### config.mk
export PLATFORM = sky130hd
export DESIGN_NAME = divider_64by32_seq_flat
export DESIGN_NICKNAME = d
export VERILOG_FILES = /design/src/rtl/divider_64by32_if.sv /design/src/rtl/divider_64by32_seq.sv /design/src/flat_wrapper.sv
export SDC_FILE = /design/constraint.sdc
export NUM_CORES = 1
export LEC_CHECK = 0
export CAP_MARGIN = 15
export CORE_MARGIN = 5
export CORE_UTILIZATION = 30
export CTS_BUF_LIST = sky130_fd_sc_hd__clkbuf_8
export DETAILED_ROUTE_END_ITERATION = 10
export DONT_BUFFER_PORTS = 1
export GPL_TIMING_DRIVEN = 0
export PLACE_DENSITY_LB_ADDON = 0.15
export REMOVE_ABC_BUFFERS = 1
export SLEW_MARGIN = 20
export SYNTH_ARGS = -nofsm -noshare
export SYNTH_HDL_FRONTEND = slang
export SYNTH_SLANG_ARGS = --single-unit
### constraint.sdc
create_clock -name clk -period 3.7 [get_ports clk]
set_input_delay 0.74 -clock clk [delete_from_list [all_inputs] [get_ports clk]]
set_output_delay 0.74 -clock clk [all_outputs]
set_load 0.05 [all_outputs]
### src/rtl/divider_64by32_if.sv
// ---------------------------------------------------------------------------
// divider_64by32_seq_if
// Handshake and data bundle for the sequential 2N-by-N unsigned divider.
//
// Signals (directions as seen from the divider, i.e. the slave modport):
//   start        in   request to begin a division, sampled only when ready=1
//   dividend     in   2N-bit unsigned numerator, sampled with start
//   divisor      in   N-bit unsigned denominator, sampled with start
//   ready        out  divider is idle and will accept start
//   busy         out  division in progress
//   quotient     out  2N-bit registered quotient
//   remainder    out  N-bit registered remainder
//   div_by_zero  out  registered flag qualifying the current result
//   valid_out    out  one-cycle pulse marking a completed operation
// ---------------------------------------------------------------------------
interface divider_64by32_seq_if #(
    parameter int N = 32
);
    logic             start;
    logic [2*N-1:0]   dividend;
    logic [N-1:0]     divisor;
    logic             ready;
    logic             busy;
    logic [2*N-1:0]   quotient;
    logic [N-1:0]     remainder;
    logic             div_by_zero;
    logic             valid_out;

    modport master (
        output start, dividend, divisor,
        input  ready, busy, quotient, remainder, div_by_zero, valid_out
    );

    modport slave (
        input  start, dividend, divisor,
        output ready, busy, quotient, remainder, div_by_zero, valid_out
    );
endinterface

### src/rtl/divider_64by32_seq.sv
// ---------------------------------------------------------------------------
// divider_64by32_seq
// Sequential restoring divider: 2N-bit unsigned dividend by N-bit unsigned
// divisor, one quotient bit per clock (2N RUN cycles), then a single DONE
// cycle carrying the valid_out pulse. Divide-by-zero skips RUN entirely and
// returns an all-ones quotient with the low dividend bits as remainder.
//
// Ports:
//   clk    in   sole clock, rising edge
//   rst_n  in   asynchronous active-low reset
//   bus    slave modport of divider_64by32_seq_if (start/dividend/divisor in;
//          ready/busy/quotient/remainder/div_by_zero/valid_out out)
//
// All outputs are decoded from or held in registers; no input reaches an
// output combinationally.
// ---------------------------------------------------------------------------
module divider_64by32_seq #(
    parameter int N = 32
) (
    input  logic                 clk,
    input  logic                 rst_n,
    divider_64by32_seq_if.slave  bus
);
    localparam int CW = $clog2(2 * N);

    typedef enum logic [1:0] {
        S_IDLE,
        S_RUN,
        S_DONE
    } state_e;

    state_e          state_q, state_d;
    logic [CW-1:0]   cnt_q;
    // Dividend bits leave from the top while quotient bits enter at the
    // bottom, so after 2N steps this register holds the quotient.
    logic [2*N-1:0]  work_q;
    logic [N-1:0]    divisor_q;
    logic [N:0]      prem_q;
    logic [2*N-1:0]  quotient_q;
    logic [N-1:0]    remainder_q;
    logic            dbz_q;

    logic [N:0]      prem_shift;
    logic [N:0]      prem_diff;
    logic [N:0]      prem_next;
    logic            q_bit;
    logic [2*N-1:0]  work_next;

    // One restoring step on an N+1-bit partial remainder. The bit shifted
    // out of prem_q acts as the carry of an N+2-bit compare: if it is set,
    // the shifted value certainly exceeds the divisor.
    always_comb begin
        prem_shift = {prem_q[N-1:0], work_q[2*N-1]};
        prem_diff  = prem_shift - {1'b0, divisor_q};
        q_bit      = prem_q[N] | (prem_shift >= {1'b0, divisor_q});
        prem_next  = q_bit ? prem_diff : prem_shift;
        work_next  = {work_q[2*N-2:0], q_bit};
    end

    // NOTE: every signal written in an always_comb gets a default first, so
    // no path leaves it unassigned and no latch is inferred.
    always_comb begin
        state_d = state_q;
        case (state_q)
            S_IDLE: begin
                if (bus.start) begin
                    state_d = (bus.divisor == '0) ? S_DONE : S_RUN;
                end
            end
            S_RUN: begin
                if (cnt_q == '0) begin
                    state_d = S_DONE;
                end
            end
            S_DONE:  state_d = S_IDLE;
            default: state_d = S_IDLE;
        endcase
    end

    // NOTE: sequential state uses non-blocking assignments only, so every
    // register samples pre-edge values regardless of statement order.
    always_ff @(posedge clk or negedge rst_n) begin
        if (!rst_n) begin
            state_q <= S_IDLE;
        end else begin
            state_q <= state_d;
        end
    end

    // NOTE: the datapath registers are all reset too, because the result
    // outputs must read zero during reset and the working registers are
    // required to start clean.
    always_ff @(posedge clk or negedge rst_n) begin
        if (!rst_n) begin
            cnt_q       <= '0;
            work_q      <= '0;
            divisor_q   <= '0;
            prem_q      <= '0;
            quotient_q  <= '0;
            remainder_q <= '0;
            dbz_q       <= 1'b0;
        end else begin
            case (state_q)
                S_IDLE: begin
                    if (bus.start) begin
                        if (bus.divisor == '0) begin
                            quotient_q  <= '1;
                            remainder_q <= bus.dividend[N-1:0];
                            dbz_q       <= 1'b1;
                        end else begin
                            work_q    <= bus.dividend;
                            divisor_q <= bus.divisor;
                            prem_q    <= '0;
                            cnt_q     <= CW'(2 * N - 1);
                            dbz_q     <= 1'b0;
                        end
                    end
                end
                S_RUN: begin
                    work_q <= work_next;
                    prem_q <= prem_next;
                    cnt_q  <= cnt_q - CW'(1);
                    // Results are published on the last RUN edge and then
                    // held untouched until the next accepted start.
                    if (cnt_q == '0) begin
                        quotient_q  <= work_next;
                        remainder_q <= prem_next[N-1:0];
                    end
                end
                default: ;
            endcase
        end
    end

    assign bus.ready       = (state_q == S_IDLE);
    assign bus.busy        = (state_q == S_RUN);
    assign bus.valid_out   = (state_q == S_DONE);
    assign bus.quotient    = quotient_q;
    assign bus.remainder   = remainder_q;
    assign bus.div_by_zero = dbz_q;

endmodule
### src/flat_wrapper.sv
// flat-port wrapper written by rule: the top's interface ports become plain ports
module divider_64by32_seq_flat 
#(
    parameter int N = 32
)
  (clk, rst_n, bus_start, bus_dividend, bus_divisor, bus_ready, bus_busy, bus_quotient, bus_remainder, bus_div_by_zero, bus_valid_out);
  divider_64by32_seq_if #(.N(N)) bus_i ();
  input  logic clk;
  input  logic rst_n;
  input wire logic [$bits(bus_i.start)-1:0] bus_start;
  input wire logic [$bits(bus_i.dividend)-1:0] bus_dividend;
  input wire logic [$bits(bus_i.divisor)-1:0] bus_divisor;
  output wire logic [$bits(bus_i.ready)-1:0] bus_ready;
  output wire logic [$bits(bus_i.busy)-1:0] bus_busy;
  output wire logic [$bits(bus_i.quotient)-1:0] bus_quotient;
  output wire logic [$bits(bus_i.remainder)-1:0] bus_remainder;
  output wire logic [$bits(bus_i.div_by_zero)-1:0] bus_div_by_zero;
  output wire logic [$bits(bus_i.valid_out)-1:0] bus_valid_out;
  assign bus_i.start = bus_start;
  assign bus_i.dividend = bus_dividend;
  assign bus_i.divisor = bus_divisor;
  assign bus_ready = bus_i.ready;
  assign bus_busy = bus_i.busy;
  assign bus_quotient = bus_i.quotient;
  assign bus_remainder = bus_i.remainder;
  assign bus_div_by_zero = bus_i.div_by_zero;
  assign bus_valid_out = bus_i.valid_out;
  divider_64by32_seq #(.N(N)) u_core (.clk(clk), .rst_n(rst_n), .bus(bus_i));
endmodule
==> results.cfg <==
[synth]
synth_top_cell_area_share_pct = 49.6
synth_area_um2 = 11800
async_flop_share_pct = 100
synth_seq_cells = 234
yosys_warnings = 0
synth-edff-count = 0
synth_flop_cell = dfrtp_1
syn_avg_cell_area_um2 = 9.02
synth_largest_area_cell = dfrtp_1
synth_area_leaders = dfrtp_1, nor2_1, nand2_1
synth_common_cells = nor2_1, dfrtp_1, nand2_1
synthCells = 1308
ys_seq_area_share_pct = 49.6
yosysMostFrequentCell = nor2_1
ys_types = 62

[global_routing]
grtUsageMet1_pct = 22.4
use_met3_pct = 4.90
met2_usage_pct = 24.9
grt_pass1_wl_um = 56000
gr-total-overflow = 0
grt-busiest-layer = met2
antenna_found_initial = 0
track_usage_pct = 16.2
grt_start_max_net_pins = 235
grt_pass1_vias = 9335

[clocking]
cts_tree = built
insertion_delay_ns = 0.61
cts-root-buf = clkbuf_8
clk_pin_slew_ns = 0.06
numCtsBuffers = 46
htree_levels = 2
clock_sinks = 234
cts_max_path_buffers = 3

[route]
drc = 0
wl_um = 35800
wire_per_inst_um = 19.5
via_count = 9152
vias_per_cell = 4.99
drt_first_pass_iters = 7
antenna_left = 0
first_iter_violations = 586

[hold_path]
holdCritPathClass = input port to asynchronous set/reset pin

[sta]
fin_crit_sh_pct = 95.0
rsz0062_at_grt = no
final.setup.worst_slack_ns = 0.185
maxSlewViolCount = 0
slew_headroom_pct = 34.2
fin_tns_setup_ns = 0
clock_skew_ns = 0.0333
worst_pin_slew_ns = 0.984
hold_viol = 157
period_minus_slack_ns = 3.51
fmax_ghz = 0.285
hold_slack_ns = -0.155
setup_viol = 0

[finish]
fin_util_pct = 34.7
final_area_um2 = 13400
antenna_cells = 0
fin_nets = 1418
drive_above_1_share_pct = 10.9
syn_to_final_growth_pct = 13.8

[placement]
place_area_um2 = 12500
place_ws_ns = -1.29
io_buffers = 0
dp_hpwl_um = 24500
gp_congestion = 0.839

[worst_setup_path]
critPathMaxFanout = 15
worstPathRequired_ns = 4.15
startpoint_type = flop
crit_path_end_kind = flop
worstPathArrival_ns = 3.96
worst-setup-path-type = flop to flop

[power_and_ir_drop]
intPower_uw = 7050
clkPwrFrac_pct = 21.7
combPwrFrac_pct = 42.9
ir_worst_vdd_v = 0.000274
swShare_pct = 42.2
power.leakage_uw = 0.00607
p_switching_uw = 5140
pwr_density_cell_nw_per_um2 = 908
p_seq_share_pct = 35.4

[die]
dieHeight_um = 208
ioPinCount = 199
design.core.area_um2 = 38700
die_x_um = 208
rows = 72
initial_core_util_pct = 30.5
die_area_um2 = 43400

[job]
maxCapViolCount = 0

[status]
status = finished with violations
violations = negative hold slack
## layout by cell type (no fill, tap or decap), types with 3 or more instances in the layout
| cell type | n |
|---|---|
| dfrtp_1 | 234 |
| buf_12 | 3 |
| a21oi_1 | 40 |
| o21a_1 | 4 |
| nor2_1 | 239 |
| mux2i_1 | 17 |
| xor2_1 | 16 |
| a21o_1 | 24 |
| nand2b_1 | 5 |
| o211ai_1 | 5 |
| clkinv_2 | 4 |
| o21ai_0 | 41 |
| o221ai_1 | 12 |
| clkbuf_8 | 54 |
| o21bai_1 | 5 |
| nand2_1 | 198 |
| buf_16 | 10 |
| nor3_1 | 69 |
| inv_1 | 64 |
| xnor2_1 | 15 |
| a31oi_1 | 58 |
| ha_1 | 34 |
| or3_1 | 5 |
| o31ai_1 | 3 |
| nor4_1 | 9 |
| nand3_1 | 14 |
| nand4_1 | 8 |
| o22ai_1 | 21 |
| mux2_2 | 45 |
| nor2b_1 | 4 |
| o22a_1 | 4 |
## sequential cells by signal (all words and copies together), names as in the netlist
signal                  count
u_core.bus.quotient        64
u_core.work_q              64
u_core.prem_q              33
u_core.bus.remainder       32
u_core.divisor_q           32
u_core.cnt_q                6
u_core.state_q              2
u_core.bus.div_by_zero      1
## timing repair
action,4_1_cts,5_1_grt
hold endpoints to repair,234,234
pin swaps,1,0
setup endpoints to repair,23,16
setup buffers,1,0
gates resized for setup,3,4
cloned,0,0
## worst max-delay path: stages (launching register included)
cell	delay, ns
dfrtp_1	0.40
ha_1	0.37
a21o_1	0.19
a31oi_1	0.19
a21oi_1	0.15
o41a_1	0.50
a32oi_2	0.26
o31ai_2	0.15
a21oi_4	0.23
buf_16	0.18
buf_16	0.17
mux2i_1	0.38
o221ai_1	0.18
## per-stage QoR
stage / instances / hold WS (ns) / total power, uW
after global routing: 1835 / -0.211 / 13200
final: 1835 / -0.155 / 12200
after detailed placement: 1753 / 0.452 / 9600
after floorplan: 1222 / 0.444 / 8120
after CTS: 1835 / -0.236 / 12400
after global placement: 1740 / 0.452 / 9460
## cell families (layout without fill, tap and decap cells)
| family | after synthesis | after routing | share of synthesized area (%) |
|---|---|---|---|
| adder cells (fa/ha/maj) | 35 | 35 | 3.78 |
| AO/OA/AOI/OAI | 244 | 244 | 13.9 |
| multiplexers | 64 | 64 | 5.91 |
| flip-flops | 234 | 234 | 49.6 |
| XOR/XNOR | 31 | 31 | 2.30 |
| buffers and inverters | 133 | 142 | 4.54 |
| AND/OR/NAND/NOR | 567 | 567 | 20.0 |
## final cells by class
class / count / area [um^2]
repair buffers: 14 / 343
clock buffers: 54 / 743
fillers: 4154 / 25300
well taps: 518 / 648
flip-flops and latches: 234 / 5860
multi-input cells: 941 / 5480
inverters: 47 / 186
clock inverters: 27 / 170
## power by group through the flow
stage               clock (uW)  combinational, uW  sequential, uW
CTS                       2770               5280            4330
floorplan                    0               3950            4170
global placement             0               5100            4360
global route              2890               5880            4430
detailed placement           0               5240            4360
finish                    2640               5230            4320
## path summary, 6_finish.rpt
kind | startpoint | slack (ns) | cells after the start | endpoint
max | u_core.prem_q[3] | 0.19 | 12 | u_core.bus.remainder[16]
min | rst_n | -0.15 | 0 | u_core.bus.remainder[12]
max reg2reg | u_core.prem_q[3] | 0.19 | 12 | u_core.bus.remainder[16]
min reg2reg | u_core.prem_q[32] | 0.49 | 2 | u_core.prem_q[32]
max in group asynchronous | rst_n | 3.13 | 0 | u_core.divisor_q[14]
min in group clk | bus_dividend[25] | 0.27 | 2 | u_core.work_q[25]
## metal layers
| layer | share of wire, % | routed length [um] |
|---|---|---|
| met3 | 6.5 | 2340 |
| met2 | 44 | 15900 |
| met5 | 0 | 0 |
| met4 | 1.9 | 668 |
| met1 | 47 | 16900 |
No activity file was read; power rests on OpenSTA's default activity.
